**src/rtl/serin.sv**
```systemverilog
// serin: multi-port asynchronous 8N1 serial receiver with per-port byte FIFOs.
//
// Each rxd line is double-flop synchronised and deserialised by its own
// small FSM that times bits from the shared one-microsecond u1clk pulse.
// Received bytes are queued in a per-port FIFO which the host drains over
// the daisy-chained peripheral bus.
//
// Register map (index = addr[LOGNPORT:0], decoded when addr[11:8]==our_addr
// and the bits between are zero):
//   0..NPORT-1 : port receive data, a claimed read pops the FIFO head
//   NPORT      : config, bits[3:0] = bauddiv, read/write
//   NPORT+1    : status, bit i = port i FIFO non-empty, read-only
//   NPORT+2    : framing-error flags, read clears (only with SERIN_FERR_EN)
//
// Bit period is 26*(bauddiv+1) u1clk pulses; the start bit is re-checked
// half a period after the falling edge is seen.
//
// Optional build macro: SERIN_FERR_EN adds the framing-error flag register.
//
// Ports:
//   clk, reset_n          clock, asynchronous active-low reset
//   rdwr, strobe          bus direction (1=read) and command valid
//   our_addr, addr        assigned high nibble, target address
//   busy_in/busy_out      busy chain, passed straight through
//   addr_match_in/_out    claim chain, OR-ed with this block's claim
//   datin/datout          bus data; datout = datin when not addressed
//   u1clk                 one-clk pulse per microsecond
//   rxd                   serial inputs, idle high
//
// FSM state of every port is visible as state_q[i].
module serin #(
  parameter int NPORT    = 8,
  parameter int LOGNPORT = 3,
  parameter int LB2RXSZ  = 2
) (
  input  logic             clk,
  input  logic             reset_n,
  input  logic             rdwr,
  input  logic             strobe,
  input  logic [3:0]       our_addr,
  input  logic [11:0]      addr,
  input  logic             busy_in,
  output logic             busy_out,
  input  logic             addr_match_in,
  output logic             addr_match_out,
  input  logic [7:0]       datin,
  output logic [7:0]       datout,
  input  logic             u1clk,
  input  logic [NPORT-1:0] rxd
);

  localparam int RW    = LOGNPORT + 1;
  localparam int DEPTH = 1 << LB2RXSZ;
  localparam int PW    = LB2RXSZ + 1;
  localparam logic [RW-1:0] REG_CFG  = RW'(NPORT);
  localparam logic [RW-1:0] REG_STAT = RW'(NPORT + 1);

  typedef enum logic [2:0] {S_IDLE, S_START, S_DATA, S_STOP, S_BREAK} rx_state_e;

  rx_state_e        state_q [NPORT];
  rx_state_e        state_d [NPORT];
  logic [8:0]       cnt_q   [NPORT];
  logic [8:0]       cnt_d   [NPORT];
  logic [2:0]       bit_q   [NPORT];
  logic [2:0]       bit_d   [NPORT];
  logic [7:0]       shreg_q [NPORT];
  logic [7:0]       shreg_d [NPORT];
  logic [PW-1:0]    wptr_q  [NPORT];
  logic [PW-1:0]    wptr_d  [NPORT];
  logic [PW-1:0]    rptr_q  [NPORT];
  logic [PW-1:0]    rptr_d  [NPORT];
  logic [7:0]       mem_q   [NPORT][DEPTH];
  logic [7:0]       mem_d   [NPORT][DEPTH];
  logic [NPORT-1:0] sync1_q, sync2_q;
  logic [3:0]       bauddiv_q, bauddiv_d;
  logic [NPORT-1:0] empty, full, push, pop;

  logic                myaddr, is_data, bus_rd, cfg_wr, claim;
  logic [RW-1:0]       reg_idx;
  logic [LOGNPORT-1:0] port_sel;
  logic [7:0]          rdata;
  logic [8:0]          bd_p1, period_m1, half_m1;

`ifdef SERIN_FERR_EN
  localparam logic [RW-1:0] REG_FERR = RW'(NPORT + 2);
  logic [NPORT-1:0] ferr_q, ferr_d, ferr_set;
  logic             ferr_rd;
`endif

  // ---------------- bus decode and readout ----------------
  assign busy_out = busy_in;
  assign myaddr   = (addr[11:8] == our_addr) && (addr[7:RW] == '0);
  assign reg_idx  = addr[RW-1:0];
  assign port_sel = addr[LOGNPORT-1:0];
  assign is_data  = ~addr[LOGNPORT];
  assign bus_rd   = strobe & myaddr & rdwr;
  assign cfg_wr   = strobe & myaddr & ~rdwr & (reg_idx == REG_CFG);

  always_comb begin
    claim = 1'b0;
    rdata = 8'h00;
    if (is_data) begin
      // Reads of an empty port and all data-register writes stay unclaimed.
      claim = rdwr & ~empty[port_sel];
      if (!empty[port_sel]) rdata = mem_q[port_sel][rptr_q[port_sel][LB2RXSZ-1:0]];
    end else if (reg_idx == REG_CFG) begin
      claim = 1'b1;
      rdata = {4'd0, bauddiv_q};
    end else if (reg_idx == REG_STAT) begin
      claim = 1'b1;
      rdata[NPORT-1:0] = ~empty;
    end
`ifdef SERIN_FERR_EN
    else if (reg_idx == REG_FERR) begin
      claim = 1'b1;
      rdata[NPORT-1:0] = ferr_q;
    end
`endif
  end

  assign addr_match_out = addr_match_in | (myaddr & claim);
  assign datout         = myaddr ? rdata : datin;

  // ---------------- FIFO flags ----------------
  always_comb begin
    for (int i = 0; i < NPORT; i++) begin
      empty[i] = (wptr_q[i] == rptr_q[i]);
      full[i]  = (wptr_q[i][PW-1] != rptr_q[i][PW-1]) &&
                 (wptr_q[i][PW-2:0] == rptr_q[i][PW-2:0]);
    end
  end

  // ---------------- receive FSMs and FIFO update ----------------
  // bauddiv is sampled at every counter reload, so a config write mid-byte
  // only changes the timing from the next reload onwards.
  assign bd_p1     = {5'd0, bauddiv_q} + 9'd1;
  assign period_m1 = 9'd26 * bd_p1 - 9'd1;
  assign half_m1   = 9'd13 * bd_p1 - 9'd1;

  always_comb begin
    state_d   = state_q;
    cnt_d     = cnt_q;
    bit_d     = bit_q;
    shreg_d   = shreg_q;
    wptr_d    = wptr_q;
    rptr_d    = rptr_q;
    mem_d     = mem_q;
    push      = '0;
    pop       = '0;
    bauddiv_d = cfg_wr ? datin[3:0] : bauddiv_q;
`ifdef SERIN_FERR_EN
    ferr_set  = '0;
`endif
    for (int i = 0; i < NPORT; i++) begin
      // Bit timer only runs while a frame is in progress; a tick is a u1clk
      // pulse seen with the counter at zero, and every tick reloads it.
      if (u1clk && (state_q[i] == S_START || state_q[i] == S_DATA || state_q[i] == S_STOP)) begin
        if (cnt_q[i] == 9'd0) cnt_d[i] = period_m1;
        else                  cnt_d[i] = cnt_q[i] - 9'd1;
      end

      case (state_q[i])
        S_IDLE: begin
          if (!sync2_q[i]) begin
            state_d[i] = S_START;
            cnt_d[i]   = half_m1;
          end
        end
        S_START: begin
          if (u1clk && cnt_q[i] == 9'd0) begin
            if (sync2_q[i]) begin
              state_d[i] = S_IDLE;   // too short to be a start bit
            end else begin
              state_d[i] = S_DATA;
              bit_d[i]   = 3'd0;
            end
          end
        end
        S_DATA: begin
          if (u1clk && cnt_q[i] == 9'd0) begin
            shreg_d[i] = {sync2_q[i], shreg_q[i][7:1]};
            bit_d[i]   = bit_q[i] + 3'd1;
            if (bit_q[i] == 3'd7) state_d[i] = S_STOP;
          end
        end
        S_STOP: begin
          if (u1clk && cnt_q[i] == 9'd0) begin
            if (sync2_q[i]) begin
              push[i]    = 1'b1;
              state_d[i] = S_IDLE;
            end else begin
              state_d[i] = S_BREAK;
`ifdef SERIN_FERR_EN
              ferr_set[i] = 1'b1;
`endif
            end
          end
        end
        S_BREAK: begin
          if (sync2_q[i]) state_d[i] = S_IDLE;
        end
        default: state_d[i] = S_IDLE;
      endcase

      pop[i] = bus_rd & is_data & (port_sel == LOGNPORT'(i)) & ~empty[i];

      // A pop in the same cycle frees the slot, so a full FIFO still
      // accepts the byte; the pop reads the old head before the write lands.
      if (push[i] && (!full[i] || pop[i])) begin
        mem_d[i][wptr_q[i][LB2RXSZ-1:0]] = shreg_q[i];
        wptr_d[i] = wptr_q[i] + PW'(1);
      end
`ifdef SERIN_FERR_EN
      else if (push[i]) begin
        ferr_set[i] = 1'b1;
      end
`endif
      if (pop[i]) rptr_d[i] = rptr_q[i] + PW'(1);
    end
  end

  always_ff @(posedge clk or negedge reset_n) begin
    if (!reset_n) begin
      sync1_q   <= '1;
      sync2_q   <= '1;
      bauddiv_q <= 4'd0;
      for (int i = 0; i < NPORT; i++) begin
        state_q[i] <= S_IDLE;
        cnt_q[i]   <= 9'd0;
        bit_q[i]   <= 3'd0;
        shreg_q[i] <= 8'h00;
        wptr_q[i]  <= '0;
        rptr_q[i]  <= '0;
        for (int j = 0; j < DEPTH; j++) mem_q[i][j] <= 8'h00;
      end
    end else begin
      sync1_q   <= rxd;
      sync2_q   <= sync1_q;
      bauddiv_q <= bauddiv_d;
      state_q   <= state_d;
      cnt_q     <= cnt_d;
      bit_q     <= bit_d;
      shreg_q   <= shreg_d;
      wptr_q    <= wptr_d;
      rptr_q    <= rptr_d;
      mem_q     <= mem_d;
    end
  end

`ifdef SERIN_FERR_EN
  // Read clears every flag, but a set event in the same cycle survives.
  assign ferr_rd = bus_rd & (reg_idx == REG_FERR);
  assign ferr_d  = (ferr_rd ? '0 : ferr_q) | ferr_set;

  always_ff @(posedge clk or negedge reset_n) begin
    if (!reset_n) ferr_q <= '0;
    else          ferr_q <= ferr_d;
  end
`endif

endmodule

```
**config.mk**
```make
export PLATFORM = sky130hd
export DESIGN_NAME = serin
export DESIGN_NICKNAME = d
export VERILOG_FILES = /design/src/rtl/serin.sv
export SDC_FILE = /design/constraint.sdc
export NUM_CORES = 1
export LEC_CHECK = 0
export CAP_MARGIN = 20
export CORE_MARGIN = 2
export CORE_UTILIZATION = 35
export CTS_BUF_LIST = sky130_fd_sc_hd__clkbuf_8
export DETAILED_ROUTE_END_ITERATION = 16
export PLACE_DENSITY_LB_ADDON = 0.12
export REMOVE_ABC_BUFFERS = 1
export SKIP_LAST_GASP = 1
export SYNTH_ARGS = -nofsm -noshare
export SYNTH_HDL_FRONTEND = slang
export SYNTH_SLANG_ARGS = --single-unit
```
**constraint.sdc**
```tcl
create_clock -name clk -period 5 [get_ports clk]
set_input_delay 1 -clock clk [delete_from_list [all_inputs] [get_ports clk]]
set_output_delay 1 -clock clk [all_outputs]
set_load 0.02 [all_outputs]
```
# Word level (Yosys, flattened, before mapping)
# Cells that the tools add are included.
word_totals:
  regBits: 508
  input_bits: 39
  wordCells: 641
op_classes:
  n_addsub: 35
  n_mul: 2
  order_cmp: 19
  eq_ne: 130
  mux: 203
  bitwise: 46
  n_reduce_logical: 123
ops:
  columns: ["op", "n"]
  rows:
  - ["2-to-1 mux 9 bit", 32]
  - ["bitwise mux 32 bit", 8]
  - ["2-to-1 mux 3 bit", 80]
  - ["demux 8 bit (select 2 bit)", 8]
  - ["2-to-1 mux 8 bit", 15]
  - ["case mux 3 bit (5 select lines)", 8]
  - ["binary-select mux 32 bit (select 3 bit)", 1]
  - ["subtractor 9 x 1 -> 9 bit (second input constant)", 10]
  - ["adder 3 x 1 -> 3 bit (second input constant)", 24]
  - ["logical NOT 9 bit", 8]
  - ["2-to-1 mux 32 bit", 2]
  - ["inequality test 2 x 1 -> 1 bit (second input constant)", 32]
  - ["equality test 3 bit (second input constant)", 20]
  - ["equality test 3 x 2 -> 1 bit (second input constant)", 18]
  - ["inequality test 2 bit (second input constant)", 24]
  - ["case mux 3 bit (2 select lines)", 8]
  - ["AND reduction 6 bit", 8]
  - ["logical AND 1 bit", 41]
  - ["AND reduction 4 bit", 8]
  - ["2-to-1 mux 1 bit", 28]
  - ["equality test 3 x 1 -> 1 bit (second input constant)", 9]
  - [">= comparator 3 bit (second input constant)", 9]
  - ["logical NOT 3 bit", 9]
  - ["inverter 2 -> 3 bit", 9]
  - ["other kinds (25)", 139]

# Longest topological paths before layout
# Gate-level depths: netlist of the first run.
depth:
  depth_word: 11
  depth_mapped: 15

# Worst setup path after synthesis of the first run
# OpenSTA, ideal clock, no wires.
synth_timing:
  kind: "input -> output"
  from: "input port addr[0]"
  to: "output port datout[0]"
  arrival_ps: 3096
  path_slack_ps: 904
  stages: 8
  n_path_buf: 3
  cell_sequence: "buf_2 -> nor2_1 -> a221o_1 -> buf_4 -> buf_4 -> mux2i_1 -> mux4_2 -> o21ai_0"
synth_via:
  elab_chain_len: 11
  elab_cells_between_ends: 20
synth_rtl:
  columns: ["element", "line", "rtl"]
  rows:
  - ["start: declaration", "41", "input logic [11:0] addr,"]
  - ["inverter 3 -> 4 bit (implied by the code)", "105", "if (!empty[port_sel]) rdata = mem_q[port_sel][rptr_q[port_sel][LB2RXSZ-1:0]];"]
  - ["binary-select mux 3 bit (select 3 bit)", "105", null]
  - ["2-to-1 mux 2 bit (implied by the code) (2 in a row)", "105", null]
  - ["inverter 2 -> 3 bit (implied by the code)", "105", null]
  - ["binary-select mux 8 bit (select 2 bit)", "105", null]
  - ["2-to-1 mux 8 bit (implied by the code) (2 in a row)", "105", null]
  - ["2-to-1 mux 8 bit", "105", null]
  - ["2-to-1 mux 8 bit (*)", "102", "if (is_data) begin"]
  - ["2-to-1 mux 8 bit (*)", "122", "assign datout = myaddr ? rdata : datin;"]
  - ["end: declaration", "47", "output logic [7:0] datout,"]
# Mark *: on every way between the ends. The rest lies on a longest branch, timed or not. The select of a mux whose other input is x is not followed.

# Final worst setup path of the first run
layout_timing:
  from: "input port addr[2]"
  to: "output port datout[3]"
# Same word-level chain as after synthesis.

==> metrics.yaml, run 1 <==
drt_iter0_markers: 1106
final_clock_period_utilization_by_the_worst_path: 0.986
finalSetupViolCount: 0
synth_enable_flop_cells: 0
clkTransAtPathRegs_ns: 0.06
end_kind: "output port"
post_cts_setup_inserts: 0
worstSkewPairLatency_ns: 0.71
dieArea_mm2: 0.0777
grt_first_pass_wirelength_mm: 118
slowest_cp_cell: "a221o_1"
layout-drive-gt1-share: 0.289
synth_sequential_area_ratio: 0.482
per_cell_routed_wire_length_um: 23.1
htree_levels: 3
grt_overflow_total: 0
grt_pass1_vias: 18710
pleak_nw: 14.0
placed_cells: 3192
syn_inst: 2204
final_cell_count_no_fill: 3355
cells_along_the_critical_path: "buf_2 > mux2_2 > a221o_1 > buf_4 > mux2i_1 > mux4_2 > o21ai_0 > buf_4"
cts_hold_fix_bufs: 0
yosys.area.top_type: "dfrtp_1"
num_io_pins: 49
timing.setup.critical_path_class: "input pin to output port"
crit_fanout: 9
grt_usage: 0.202
max_cap_viol_count: 0
synth_cell_type_count: 82
outcome: "finished, final reports clean"
most_instantiated_cells_after_synthesis: "dfrtp_1 (492), mux2_2 (353), nor2_1 (141), nand2_1 (122), ha_1 (101)"
crit_path_start: "addr[2]"
maxSlewViolCount: 0
drt_drc_violations_left: 0
yosys.cell_count.top_type: "dfrtp_1"
dr_wl_met3_mm: 3.47
commonest_register_cell_after_synthesis: "dfrtp_1"
slowest_delay_ns: 0.56
routed-wl-met2_mm: 37.1
clock_path_buffers: 3
die_y_um: 279
worstSetupStartpointType: "input pin"
syn_area_mm2: 0.0264
tritoncts: "done"
hold_ws_ns: 0.339
rsz_0062_raised_after_global_routing: "yes"
drt_first_pass_iters: 6
cts_num_sinks: 508
layout-area-overhead-vs-synth_pct: 14.1
viasPerCell: 5.43
initial_utilization: 0.354
top_layer_used_by_detailed_routing: "met4"
share_of_async_settable_or_async_resettable_flops_after_synthesis: 1.00
chipWidth_um: 279
cts_inserted_buffers: 90
post_synth_main_area_contributors: "dfrtp_1 (47%), mux2_2 (15%), mux4_2 (5.7%)"
cts-root-buf: "clkbuf_8"
routed_wl_mm: 77.5
dp_hpwl_mm: 56.3
m1WireLength_mm: 34.9
place_congestion: 0.909
avgSynthCellArea_um2: 12.0
timing_worst_slew_pin_value_ns: 1.08
critPathRequiredTime_ns: 4.00
final_stage_net_count: 2459
number_of_antenna_violations_at_the_first_check_in_global_routing: 1
site_row_count: 100
relSlewSlack: 0.276
source_of_the_worst_register_to_register_timing_path: "bauddiv_q[0]$_DFFE_PN0P_"
fin_worst_skew_ns: 0.0281
ys.warnings.count: 0
min_period_ns: 4.93
maxClockFrequency_ghz: 0.203
postRouteAntennaNets: 0
layout.core_utilization: 0.404
critical_path.most_common_cell: "buf_4"
report.final.hold_viol_count: 0
post-synth-top-area-fraction: 0.466
floorplan.core_area_mm2: 0.0746
critical_path_arrival_ns: 3.93
largest_net_degree_at_the_start_of_global_routing: 108
worst_ir_drop_vdd_mv: 0.213
cellPowerDensity_mw_per_mm2: 325
via_count: 18203
worstHoldPathType: "input pin to async pin"
postSynthRegisterBits: 508
portBuffers: 46
fill_cells: 7104
[power by group]
group,internal [mW],switching (mW)
Clock,2.09,1.82
Sequential,4.41,0.375
Combinational,0.491,0.606
[per-layer routing]
metal / up-vias / global-route usage
met4: 0 / 0.0600
met2: 423 / 0.332
met1: 9290 / 0.270
met5: - / 0
met3: 127 / 0.0395
li1: 8363 / -
[worst max-delay path: cells and delay by family]
| family | cells | cell delay [ns] |
|---|---|---|
| AO/OA/AOI/OAI | 2 | 1.11 |
| multiplexers | 3 | 1.00 |
| buffers and inverters | 3 | 0.81 |
[sequential cells by signal, summed over array words and instances, names as in the netlist, 8 cells and up]
name / flops
sync2_q: 8
sync1_q: 8
mem_q: 256
wptr_q: 24
bit_q: 24
shreg_q: 64
state_q: 24
cnt_q: 72
rptr_q: 24
[per-stage QoR]
| step | setup TNS [ns] | cell area (um^2) | power, mW | worst slack (ns) |
|---|---|---|---|---|
| detailed placement | -0.131 | 28300 | 5.94 | -0.0816 |
| floorplan | 0 | 25900 | 5.48 | 0.847 |
| CTS | 0 | 30100 | 9.92 | 0.00668 |
| global placement | -0.0901 | 28300 | 5.90 | -0.0899 |
| finish | 0 | 30100 | 9.78 | 0.0722 |
| global route | -0.0535 | 30100 | 10.3 | -0.0320 |
[timing repair]
action,CTS,global route
pin swaps,0,0
setup endpoints to repair,2,5
gates resized for setup,2,5
[cell usage in the layout (no fill, tap or decap), types with 10 or more instances in the layout]
cell type,count
clkdlybuf4s50_1,39
nor4_1,17
or4_1,10
o211ai_1,13
nand4_1,16
xnor2_1,62
or3_1,21
dfstp_2,16
o22ai_1,13
a311oi_1,12
ha_1,101
nor2_1,141
a211oi_1,17
clkbuf_8,113
mux4_2,67
o31ai_1,13
nand2b_1,14
and3_1,27
buf_4,70
dfrtp_1,492
nand3_1,68
a21oi_1,78
mux2_2,353
nor3_1,46
a22oi_1,31
mux2i_1,29
a31oi_1,28
o21ai_0,63
inv_1,94
nand2_1,122
xor2_1,18
[worst paths after layout]
check                                          endpoint  slack [ns]  cells after the start
worst min register to register     sync2_q[5]$_DFF_PN1_        0.35                      0
min in group clk                   sync2_q[5]$_DFF_PN1_        0.35                      0
max in group asynchronous          bit_q[0]$_DFFE_PN0P_        3.50                      2
worst max register to register      cnt_q[34]$_DFF_PN0_        0.68                     14
worst min-delay path            state_q[16]$_DFFE_PN0P_        0.34                      1
worst max-delay path                          datout[3]        0.07                      8
[logic make-up after synthesis]
| logic type | Yosys count | synth area share |
|---|---|---|
| buf+inv | 167 | 0.0269 |
| mux | 451 | 0.220 |
| flops | 508 | 0.482 |
| fa+ha+maj | 105 | 0.0509 |
| simple gates | 561 | 0.112 |
| compound gates | 331 | 0.0816 |
| xor+xnor | 81 | 0.0269 |
[final cells by class]
class	count	area (um^2)	share of cell area
multi-input cells	1529	13000	0.431
diodes	2	5.00	0.000166
inverters	64	240	0.00797
repair buffers	122	1130	0.0374
well taps	969	1210	0.0402
flip-flops and latches	508	12700	0.422
clock inverters	48	264	0.00876
clock buffers	113	1560	0.0516
(Power assumes the default switching activity.)
==> inputs of run 2 (changes only) <==
--- a/config.mk
+++ b/config.mk
@@ -5,6 +5,8 @@
 export SDC_FILE = /design/constraint.sdc
 export NUM_CORES = 1
 export LEC_CHECK = 0
+export ABC_AREA = 0
+export ABC_CLOCK_PERIOD_IN_PS = 5000
 export CAP_MARGIN = 20
 export CORE_MARGIN = 2
 export CORE_UTILIZATION = 35
@@ -12,6 +14,7 @@
 export DETAILED_ROUTE_END_ITERATION = 16
 export PLACE_DENSITY_LB_ADDON = 0.12
 export REMOVE_ABC_BUFFERS = 1
+export SETUP_SLACK_MARGIN = 0.4
 export SKIP_LAST_GASP = 1
 export SYNTH_ARGS = -nofsm -noshare
 export SYNTH_HDL_FRONTEND = slang
==> run 2 against run 1 <==
  * First-iteration DRC count is 3.6% higher
  * Global-route usage increased by 0.082 points
  * Sequential power is essentially flat
  * Clock-buffer cell count did not move
  * Fmax rose by 8.8%
  * Hold slack got worse by 0.00064 ns
  * Clock skew fell by 0.0021 ns
  * Sequential cell count did not move
  * Die area is the same
  * Highest routed layer unchanged
==> metrics.yaml, run 2 (synthesized netlist as in run 1, its figures left out) <==
critical_path.most_common_cell: "buf_4"
layout-area-overhead-vs-synth_pct: 14.4
htree_levels: 3
chipWidth_um: 279
routed-wl-met2_mm: 37.2
final_stage_net_count: 2461
cells_along_the_critical_path: "buf_4 > buf_12 > mux4_2 > mux2_2 > a31oi_1 > a311oi_1 > o21ai_1 > buf_4 > a21oi_1 > dlygate4sd2_1"
number_of_antenna_violations_at_the_first_check_in_global_routing: 1
cts_num_sinks: 508
layout.core_utilization: 0.405
dr_wl_met3_mm: 3.36
worstSetupStartpointType: "input pin"
totalPowerFinal_mw: 9.79
largest_net_degree_at_the_start_of_global_routing: 108
worst_ir_drop_vdd_mv: 0.212
kind_of_cell_adding_the_most_delay_to_the_critical_path: "buffers and inverters"
grt_overflow_total: 0
layout.cell_area.non_filler_mm2: 0.0302
max_cap_viol_count: 0
floorplan.core_area_mm2: 0.0746
via_count: 18219
site_row_count: 100
layout-drive-gt1-share: 0.291
largest-register: "mem_q"
m1WireLength_mm: 35.1
slowest_delay_ns: 0.53
layout_commonest_cell: "dfrtp_1"
crit_fanout: 17
outcome: "finished, final reports clean"
postRouteAntennaNets: 0
drt_drc_violations_left: 0
num_io_pins: 49
cts-root-buf: "clkbuf_8"
largest_register_ffs: 256
grt_usage: 0.203
finalSetupViolCount: 0
cts_inserted_buffers: 90
cts_hold_fix_bufs: 0
maxClockFrequency_ghz: 0.221
slowest_cp_cell: "mux4_2"
grt_first_pass_wirelength_mm: 118
pre_cts_slack_ns: -0.0816
relSlewSlack: 0.290
initial_utilization: 0.354
drt_first_pass_iters: 5
final_critical_path_setup_slack_ns: 0.469
end_kind: "output port"
reg.largest.list: "mem_q (256), cnt_q (72), shreg_q (64)"
rsz_0062_raised_after_global_routing: "no"
cellPowerDensity_mw_per_mm2: 324
placed_cells: 3192
layout_common_cells: "dfrtp_1 (492), mux2_2 (353), nor2_1 (141), nand2_1 (122), clkbuf_8 (113)"
hold_ws_ns: 0.338
crit_buf_inv: 4
top_layer_used_by_detailed_routing: "met4"
final_cell_count_no_fill: 3357
maxSlewViolCount: 0
dp_hpwl_mm: 56.3
clkTransAtPathRegs_ns: 0.06
fin_worst_skew_ns: 0.0261
portBuffers: 46
critPathRequiredTime_ns: 4.00
clock_path_buffers: 3
routed_wl_mm: 77.6
dieArea_mm2: 0.0777
pleak_nw: 14.0
critical_path_arrival_ns: 3.53
final_clock_period_utilization_by_the_worst_path: 0.906
grt_pass1_vias: 18726
timing.setup.critical_path_class: "input pin to output port"
per_cell_routed_wire_length_um: 23.1
worstHoldPathType: "input pin to async pin"
drt_iter0_markers: 1146
viasPerCell: 5.43
min_period_ns: 4.53
placedInstanceArea_mm2: 0.0283
tritoncts: "done"
place_congestion: 0.909
setup_total_negative_slack_ns: 0
timing_worst_slew_pin_value_ns: 1.06
report.final.hold_viol_count: 0
die_y_um: 279
worstSkewPairLatency_ns: 0.70
## run 2: repair_timing
item | in CTS | in global routing
gates cloned | 1 | 0
pin swaps | 2 | 1
endpoints found under the setup margin | 8 | 6
buffers inserted | 1 | 0
gates resized for setup | 13 | 9
## run 2: final timing paths
| kind | start | to | slack (ns) | depth (start not counted) |
|---|---|---|---|---|
| setup / recovery | addr[1] | datout[1] | 0.47 | 10 |
| hold / removal | reset_n | state_q[16]$_DFFE_PN0P_ | 0.34 | 1 |
| setup reg to reg | bauddiv_q[0]$_DFFE_PN0P_ | cnt_q[34]$_DFF_PN0_ | 0.70 | 14 |
| hold reg to reg | sync1_q[0]$_DFF_PN1_ | sync2_q[0]$_DFF_PN1_ | 0.35 | 0 |
| max in group asynchronous | reset_n | bit_q[0]$_DFFE_PN0P_ | 3.51 | 2 |
| min in group clk | sync1_q[0]$_DFF_PN1_ | sync2_q[0]$_DFF_PN1_ | 0.35 | 0 |
## run 2: per-layer routing
layer  vias to the layer above  track usage
met5                         -            0
met1                      9300        0.271
met4                         0       0.0593
li1                       8380            -
met3                       129       0.0384
met2                       410        0.334
## run 2: final cells by class
cell class              instances  area (um^2)
clock buffers                 113         1560
fillers                      7108        44400
multi-input cells            1529        13000
inverters                      64          240
clock inverters                48          264
repair buffers                124         1180
flip-flops and latches        508        12700
diodes                          2         5.00
well taps                     969         1210
## run 2: worst register-to-register path: cells and delay by family (launching register included)
family	cells	cell delay, ns
compound gates	2	0.24
xor+xnor	2	0.92
fa+ha+maj	4	1.64
buf+inv	4	0.90
flops	1	0.34
simple gates	2	0.17
## run 2: power by group
part | internal, mW | switching (mW)
sequential | 4.41 | 0.374
clock | 2.09 | 1.81
combinational | 0.495 | 0.608
==> inputs of run 3 (changes only) <==
--- a/config.mk
+++ b/config.mk
@@ -8,7 +8,7 @@
 export ABC_AREA = 0
 export ABC_CLOCK_PERIOD_IN_PS = 5000
 export CAP_MARGIN = 20
-export CORE_MARGIN = 2
+export CORE_MARGIN = 10
 export CORE_UTILIZATION = 35
 export CTS_BUF_LIST = sky130_fd_sc_hd__clkbuf_8
 export DETAILED_ROUTE_END_ITERATION = 16
@@ -19,3 +19,4 @@
 export SYNTH_ARGS = -nofsm -noshare
 export SYNTH_HDL_FRONTEND = slang
 export SYNTH_SLANG_ARGS = --single-unit
+export TNS_END_PERCENT = 100
==> run 3 against run 2 <==
  * Utilization is 0.12 points higher
  * Die area is 12% higher
  * Clock skew is 0.024 ns higher
  * Critical endpoint is now datout[2]
  * Routed wire length is 0.43% lower
  * Sequential power hardly changed
  * Combinational power hardly changed
  * First-iteration DRC count is 17% lower
  * Sequential share of layout area is 0.13 points lower
  * Non-clock buffer count is 1 higher
  * Sequential cell count stayed put
  * Clock-buffer cell count is 11 higher
==> metrics.yaml, run 3 (synthesized netlist as in run 1, its figures left out) <==
critPathRequiredTime_ns: 4.00
timing.setup.critical_path_class: "input pin to output port"
cellPowerDensity_mw_per_mm2: 328
grt_pass1_vias: 18928
met2_usage: 0.295
worst_r2r_endpoint: "cnt_q[16]$_DFF_PN0_"
final_clock_period_utilization_by_the_worst_path: 0.900
largest-register: "mem_q"
sequential_power_share: 0.481
switching_share: 0.284
groute.layer.met3.usage: 0.0384
cts_num_sinks: 508
worstSkewPairLatency_ns: 0.71
global_route.usage.met1: 0.223
cts_inserted_buffers: 91
dp_hpwl_mm: 57.5
gr-max-usage-layer: "met2"
report.final.hold_viol_count: 0
min_to: "sync2_q[6]$_DFF_PN1_"
final_stage_net_count: 2463
die_y_um: 295
p_int_mw: 7.12
grt_usage: 0.177
floorplan.core_area_mm2: 0.0746
chipWidth_um: 295
setup_total_negative_slack_ns: 0
layout.cell_area.non_filler_mm2: 0.0303
worstSetupStartpointType: "input pin"
maxClockFrequency_ghz: 0.222
source_of_the_worst_register_to_register_timing_path: "bauddiv_q[1]$_DFFE_PN0P_"
drt_first_pass_iters: 5
min_period_ns: 4.50
relSlewSlack: 0.343
grt_first_pass_wirelength_mm: 117
end_kind: "output port"
clkTransAtPathRegs_ns: 0.06
routed_wl_mm: 77.3
hold_path.startpoint: "sync1_q[6]$_DFF_PN1_"
netSwitchingPower_mw: 2.82
htree_levels: 3
initial_utilization: 0.354
layout.core_utilization: 0.406
crit_fanout: 14
whs_path_depth: 0
via_count: 18262
fin_worst_skew_ns: 0.0500
largest_net_degree_at_the_start_of_global_routing: 103
pleak_nw: 14.1
layout-drive-gt1-share: 0.298
max_cap_viol_count: 0
place_congestion: 0.866
finalSetupViolCount: 0
hold_ws_ns: 0.347
cts-root-buf: "clkbuf_8"
grt_overflow_total: 0
totalPowerFinal_mw: 9.94
clock_path_buffers: 3
worst_ir_drop_vdd_mv: 0.202
drt_drc_violations_left: 0
worstHoldPathType: "flop to flop"
clock_power_share: 0.407
critical_path_arrival_ns: 3.50
worst-r2r-cell-count: 13
per_cell_routed_wire_length_um: 23.0
num_io_pins: 49
rsz_0062_raised_after_global_routing: "yes"
number_of_antenna_violations_at_the_first_check_in_global_routing: 3
tritoncts: "done"
layout_common_cells: "dfrtp_1 (492), mux2_2 (353), nor2_1 (140), clkbuf_8 (124), nand2_1 (122)"
cts_hold_fix_bufs: 0
largest_register_ffs: 256
postRouteAntennaNets: 0
fill_cells: 7066
drt_iter0_markers: 956
layout-area-overhead-vs-synth_pct: 14.7
outcome: "finished, final reports clean"
site_row_count: 100
timing_worst_slew_pin_value_ns: 0.981
portBuffers: 46
viasPerCell: 5.43
r2r_slack_ns: 0.72
layout_commonest_cell: "dfrtp_1"
reg.largest.list: "mem_q (256), cnt_q (72), shreg_q (64)"
post_cts_setup_inserts: 0
power.combinational.fraction: 0.112
placedInstanceArea_mm2: 0.0283
maxSlewViolCount: 0
dieArea_mm2: 0.0868
-- run 3: stage by stage --
step | cells | setup WS, ns
6_report | 3363 | 0.499
5_1_grt | 3363 | 0.390
4_1_cts | 3361 | 0.346
3_5_place_dp | 3193 | -0.0957
3_3_place_gp | 3193 | -0.0109
2_1_floorplan | 2101 | 0.847
-- run 3: repair_timing --
| item | CTS | global route |
|---|---|---|
| resized for setup | 8 | 16 |
| gates cloned | 1 | 0 |
| endpoints found under the setup margin | 7 | 9 |
-- run 3: layer usage --
| layer | vias to the layer above | share of wire |
|---|---|---|
| met3 | 144 | 0.048 |
| met2 | 398 | 0.48 |
| met1 | 9344 | 0.43 |
| met5 | - | 0.000091 |
| met4 | 2 | 0.037 |
| li1 | 8374 | - |
-- run 3: cell type report --
cell class | instances | area [um^2] | area share
clock inverters | 43 | 223 | 0.00735
clock buffers | 124 | 1710 | 0.0563
flip-flops and latches | 508 | 12700 | 0.420
inverters | 64 | 240 | 0.00793
well taps | 969 | 1210 | 0.0400
multi-input cells | 1529 | 13000 | 0.430
repair buffers | 125 | 1170 | 0.0385
diodes | 1 | 2.50 | 0.0000826
-- run 3: how the worst max path moves through the flow --
stage	start	to	cells after the start	slack (ns)
after floorplan	bauddiv_q[0]$_DFFE_PN0P_	cnt_q[53]$_DFF_PN0_	12	0.85
after global placement	addr[2]	datout[1]	9	-0.01
after detailed placement	addr[2]	datout[1]	9	-0.1
after CTS	addr[1]	datout[4]	10	0.35
after global routing	addr[5]	datout[0]	7	0.39
final	addr[2]	datout[2]	8	0.50
-- run 3: worst max-delay path, stage by stage --
cell and delay (ns):
clkbuf_4 0.25, mux2_2 0.38, a221o_2 0.47, buf_4 0.24, mux2i_1 0.15, mux4_2 0.47, o21ai_0 0.30, buf_4 0.21
-- run 3: power by group through the flow --
stage	combinational, mW	sequential (mW)	clock, mW
floorplan	0.735	4.74	0
global placement	1.08	4.83	0
detailed placement	1.11	4.84	0
CTS	1.12	4.77	4.19
global route	1.26	4.84	4.37
finish	1.11	4.79	4.05
==> RTL edit 1, RTL diff (config.mk and constraints of run 1) <==
Set the parameter `LB2RXSZ` to 1 (it was 2).
--- a/src/rtl/serin.sv
+++ b/src/rtl/serin.sv
@@ -32,5 +32,5 @@
   parameter int NPORT    = 8,
   parameter int LOGNPORT = 3,
-  parameter int LB2RXSZ  = 2
+  parameter int LB2RXSZ  = 1
 ) (
   input  logic             clk,
Formal check against the unedited RTL: no difference found for any inputs over 4 cycles, from zero or initial values and one cycle with reset_n low; that may be too few to reach the edited logic, so the function may still have changed.
==> RTL edit 1 against run 1 <==
  * Synthesized cell count decreased by 21%
  * Power decreased by 18%
  * Worst hold slack got worse by 0.072 ns
  * Routed wire length decreased by 32%
  * Setup slack improved by 0.14 ns
  * Cell area decreased by 25%
  * Clock power decreased by 20%
  * Area after synthesis decreased by 26%
  * Via count decreased by 22%
  * Non-clock buffer count decreased by 17
  * Sequential cell count decreased by 144
  * Fmax increased by 3.0%
  * Highest routed layer unchanged
==> RTL edit 1: results (changes against run 1) <==
Worst Skew -> 0.0310 ns (+0.00289 ns)
Outcome -> completed
Synth area leaders -> dfrtp_1 (45%), mux2_2 (12%), mux4_2 (3.8%)
Drt wl/cell -> 20.1 um (-13%)
Sequential area share after synthesis -> 0.469 (-0.0131)
# fillers -> 5337 (-25%)
Cell family contributing the most delay on the critical path -> buffers and inverters
Peak VDD IR -> 0.187 mV (-12%)
Max incr delay on CP -> 0.59 ns (+0.03 ns)
Synth cell count leaders -> dfrtp_1 (348), mux2_2 (208), nor2_1 (139)
Initial antenna violation count -> 0 (-1)
P_leak -> 10.2 nW (-27%)
CP arrival -> 3.79 ns (-0.14 ns)
Vias in the first global route -> 14400 (-23%)
Via/cell ratio -> 5.36 (-1.2%)
Drt first-iter violations -> 876 (-21%)
Share of cells above drive strength 1 -> 0.247 (-0.0425)
Worst Max-Slew Pin Slew -> 0.886 ns (-0.194 ns)
Largest net degree at the start of global routing -> 127 (+18%)
CP max FO -> 8 (-1)
Final net count -> 1939 (-21%)
GPL Wtd Cong -> 0.839 (-7.7%)
Sw Share -> 0.298 (+0.0122)
Yosys cell types -> 91 (+11%)
Num CTS Buffers -> 72 (-20%)
Tot GR Track Use -> 0.191 (-0.0104)
N_diodes -> 0 (-2)
## RTL edit 1: changes by cell type after synthesis, sizes merged, moves of 16 or more
cell / run 1 / this run
dfrtp: 492 / 348
mux2: 355 / 216
ha: 101 / 59
nand2: 123 / 88
mux4: 67 / 33
buf: 53 / 21
xnor2: 63 / 32
nand3: 72 / 48
a22oi: 31 / 15
## RTL edit 1: cells by family after synthesis
family / Yosys count / share of synthesized area
AO/OA/AOI/OAI: 344 / 0.119
flip-flops: 364 / 0.469
multiplexers: 288 / 0.185
buffers and inverters: 143 / 0.0296
AND/OR/NAND/NOR: 489 / 0.133
adder cells (fa/ha/maj): 61 / 0.0400
XOR/XNOR: 53 / 0.0246
## RTL edit 1: area by class of cell
class / count / share of cell area
Multi-Input combinational cell: 1235 / 0.435
Clock inverter: 38 / 0.0118
Tap cell: 748 / 0.0416
Inverter: 61 / 0.0102
Timing Repair Buffer: 105 / 0.0421
Clock buffer: 88 / 0.0538
Sequential cell: 364 / 0.406
## RTL edit 1: power by group through the flow
stage,combinational [mW],clock [mW],sequential (mW)
2_1_floorplan,0.883,0,3.59
3_3_place_gp,1.19,0,3.68
3_5_place_dp,1.21,0,3.69
4_1_cts,1.22,3.23,3.64
5_1_grt,1.39,3.37,3.72
6_report,1.21,3.11,3.65
## RTL edit 1: metal layers
metal  part of all wire  up-vias  global-route usage
met4              0.023        0              0.0674
met2               0.46      278               0.298
li1                   -     6696                   -
met5                  0        -                   0
met1               0.48     7100               0.268
met3              0.046       73              0.0349
## RTL edit 1: worst reg2reg max path, stage by stage, from the launching register on
cell      delay [ns]
dfrtp_1         0.35
buf_4           0.33
ha_1            0.37
xor2_1          0.23
inv_1           0.09
ha_1            0.31
inv_1           0.05
ha_1            0.29
ha_1            0.30
ha_1            0.34
nand2_1         0.07
o211ai_1        0.32
o31ai_1         0.13
xnor2_1         0.58
buf_4           0.28
a22oi_1         0.10
## RTL edit 1: worst paths after layout
| path | end | slack, ns | cells past startpoint |
|---|---|---|---|
| setup reg to reg | cnt_q[26] | 0.73 | 15 |
| min in group clk | sync2_q[3] | 0.35 | 0 |
| max in group asynchronous | shreg_q[0] | 3.44 | 2 |
| hold reg to reg | sync2_q[3] | 0.35 | 0 |
| setup / recovery | datout[6] | 0.21 | 9 |
| hold / removal | bit_q[9] | 0.27 | 1 |
## RTL edit 1: repair_timing
action,CTS,global route
setup endpoints to repair,0,5
setup buffers,0,2
resized for setup,0,1
## RTL edit 1: stage by stage
stage               cell area (um2)  setup slack, ns  instances
global route                  22500           0.0392       2639
global placement              21000            0.129       2510
finish                        22500            0.214       2639
floorplan                     19100             1.01       1660
CTS                           22500           0.0533       2636
detailed placement            21000           0.0714       2510
==> RTL edit 2, RTL diff (settings of run 1) <==
Without the edit above. Put a register stage on the outputs `busy_out`, `addr_match_out` and `datout`, with the module's reset. The values now appear one clock later.
--- a/src/rtl/serin.sv
+++ b/src/rtl/serin.sv
@@ -89,5 +89,4 @@
 
   // ---------------- bus decode and readout ----------------
-  assign busy_out = busy_in;
   assign myaddr   = (addr[11:8] == our_addr) && (addr[7:RW] == '0);
   assign reg_idx  = addr[RW-1:0];
@@ -119,6 +118,15 @@
   end
 
-  assign addr_match_out = addr_match_in | (myaddr & claim);
-  assign datout         = myaddr ? rdata : datin;
+  always_ff @(posedge clk or negedge reset_n) begin
+    if (!reset_n) begin
+      busy_out       <= '0;
+      addr_match_out <= '0;
+      datout         <= '0;
+    end else begin
+      busy_out       <= busy_in;
+      addr_match_out <= addr_match_in | (myaddr & claim);
+      datout         <= myaddr ? rdata : datin;
+    end
+  end
 
   // ---------------- FIFO flags ----------------
Formal check against the unedited RTL: not equivalent (Yosys sat finds a counterexample within 4 cycles, from zero or initial values and one cycle with reset_n low).
==> RTL edit 2 against run 1 <==
  * Routed wire length fell by 5.5%
  * Register-to-register slack got worse by 0.03 ns
  * Fmax rose by 13%
  * Clock skew rose by 0.0012 ns
  * Cell area rose by 0.46%
  * Sequential cell count rose by 10
  * Global-route usage fell by 1.0 points
  * Power rose by 5.0%
  * Worst hold slack improved by 0.011 ns
  * First-iteration DRC count rose by 26%
  * Setup slack improved by 0.58 ns
  * Area after synthesis rose by 0.43%
  * Largest cell class is now sequential cells
==> RTL edit 2: results (changes against run 1) <==
Outcome -> completed
Initial antenna violation count -> 2 (+1)
Drt first-iter violations -> 1397 (+26%)
Slowest cell on the critical path -> fa_1
Async set or reset register ratio after synthesis -> 1.00 (unchanged)
Final net count -> 2515 (+2.3%)
Clk pwr -> 4.19 mW (+7.4%)
Cells after synthesis -> 2280 (+3.4%)
Setup CP Type -> flip-flop to flip-flop
Worst Skew -> 0.0294 ns (+0.00123 ns)
Yosys warns -> 0 (unchanged)
Sequential area share after synthesis -> 0.490 (+0.00737)
Largest net degree at the start of global routing -> 103 (-4.6%)
Cts repair resizes -> 0 (-2)
Compound-cell area share of the yosys netlist -> 0.0950 (+0.0134)
XOR/XNOR share of the synthesized area -> 0.0274 (+0.000545)
Clock latency on the worst-skew pair -> 0.69 ns (-0.02 ns)
Comb. pwr -> 1.18 mW (+7%)
Worst-path clk slew -> 0.06 ns (about the same)
DP Area -> 28300 um2 (about the same)
Internal power -> 7.34 mW (+5.1%)
Min-Delay Path Class -> flip-flop to flip-flop
Hold_ws -> 0.349 ns (+0.0106 ns)
Hpwl dp -> 52200 um (-7.2%)
CP max FO -> 7 (-2)
Port-buffer cells -> 48 (+4.3%)
Yosys cell types -> 72 (-12%)
Final WL -> 73200 um (-5.5%)
Vias in the first global route -> 18800 (+0.71%)
Tot GR Track Use -> 0.192 (-0.0101)
Drt wl/cell -> 21.4 um (-7.3%)
Worst r2r dst -> cnt_q[43]
Post-route setup slack -> 0.654 ns (+0.582 ns)
Cell family contributing the most delay on the critical path -> adder cells
P_leak -> 14.3 nW (+2.1%)
First-pass GRT wire length -> 116000 um (-1.9%)
GPL Wtd Cong -> 0.821 (-9.7%)
Pre-CTS WS -> 0.540 ns (+0.622 ns)
Crit path launch -> bauddiv_q[1]
Share of cells above drive strength 1 -> 0.256 (-0.0337)
PD cells -> 339 nW/um2 (+4.6%)
Synth area leaders -> dfrtp_1 (47%), mux2_2 (14%), ha_1 (4.8%)
Worst Max-Slew Pin Slew -> 1.00 ns (-0.0792 ns)
CP arrival -> 4.90 ns (+0.97 ns)
Reg2Reg Depth -> 12 (-2)
Max incr delay on CP -> 0.50 ns (-0.06 ns)
Num CTS Buffers -> 98 (+8.9%)
Peak VDD IR -> 0.169 mV (-21%)
H-tree levels -> 3 (unchanged)
Mux cell area share after synthesis -> 0.200 (-0.0191)
Post-synthesis adder-cell area fraction -> 0.0507 (-0.000218)
Post-Place Cells -> 3239 (+1.5%)
Hold path cells -> 0
Vias -> 18300 (+0.77%)
Max transition margin -> 0.327 (+0.0512)
Detailed Routing Iterations Pass 1 -> 7 (+1)
Synth cell count leaders -> dfrtp_1 (502), mux2_2 (339), nand2_1 (159)
# fillers -> 7010 (-1.3%)
[RTL edit 2: cell types whose count changed after synthesis, moves of 25 or more]
| cell | change |
|---|---|
| a211oi_1 | +32 |
| nand2_1 | +37 |
| clkbuf_1 | +28 |
| mux2i_1 | +28 |
| nand3_1 | -25 |
| mux4_2 | -28 |
| a21oi_1 | +26 |
[RTL edit 2: routing by layer]
metal  up-vias  wire length (um)  global-route usage
li1       8541                 -                   -
met1      9362             35700               0.276
met2       336             33300               0.295
met3       104              2690              0.0304
met4         0              1480              0.0594
met5         -                 0                   0
[RTL edit 2: final cells by class]
cell class / instances / area (um2) / share of cell area
diodes: 3 / 7.51 / 0.000248
clock buffers: 116 / 1600 / 0.0527
clock inverters: 61 / 379 / 0.0125
inverters: 66 / 248 / 0.00818
multi-input cells: 1580 / 12900 / 0.425
flip-flops and latches: 518 / 13000 / 0.429
well taps: 969 / 1210 / 0.0400
repair buffers: 107 / 991 / 0.0327
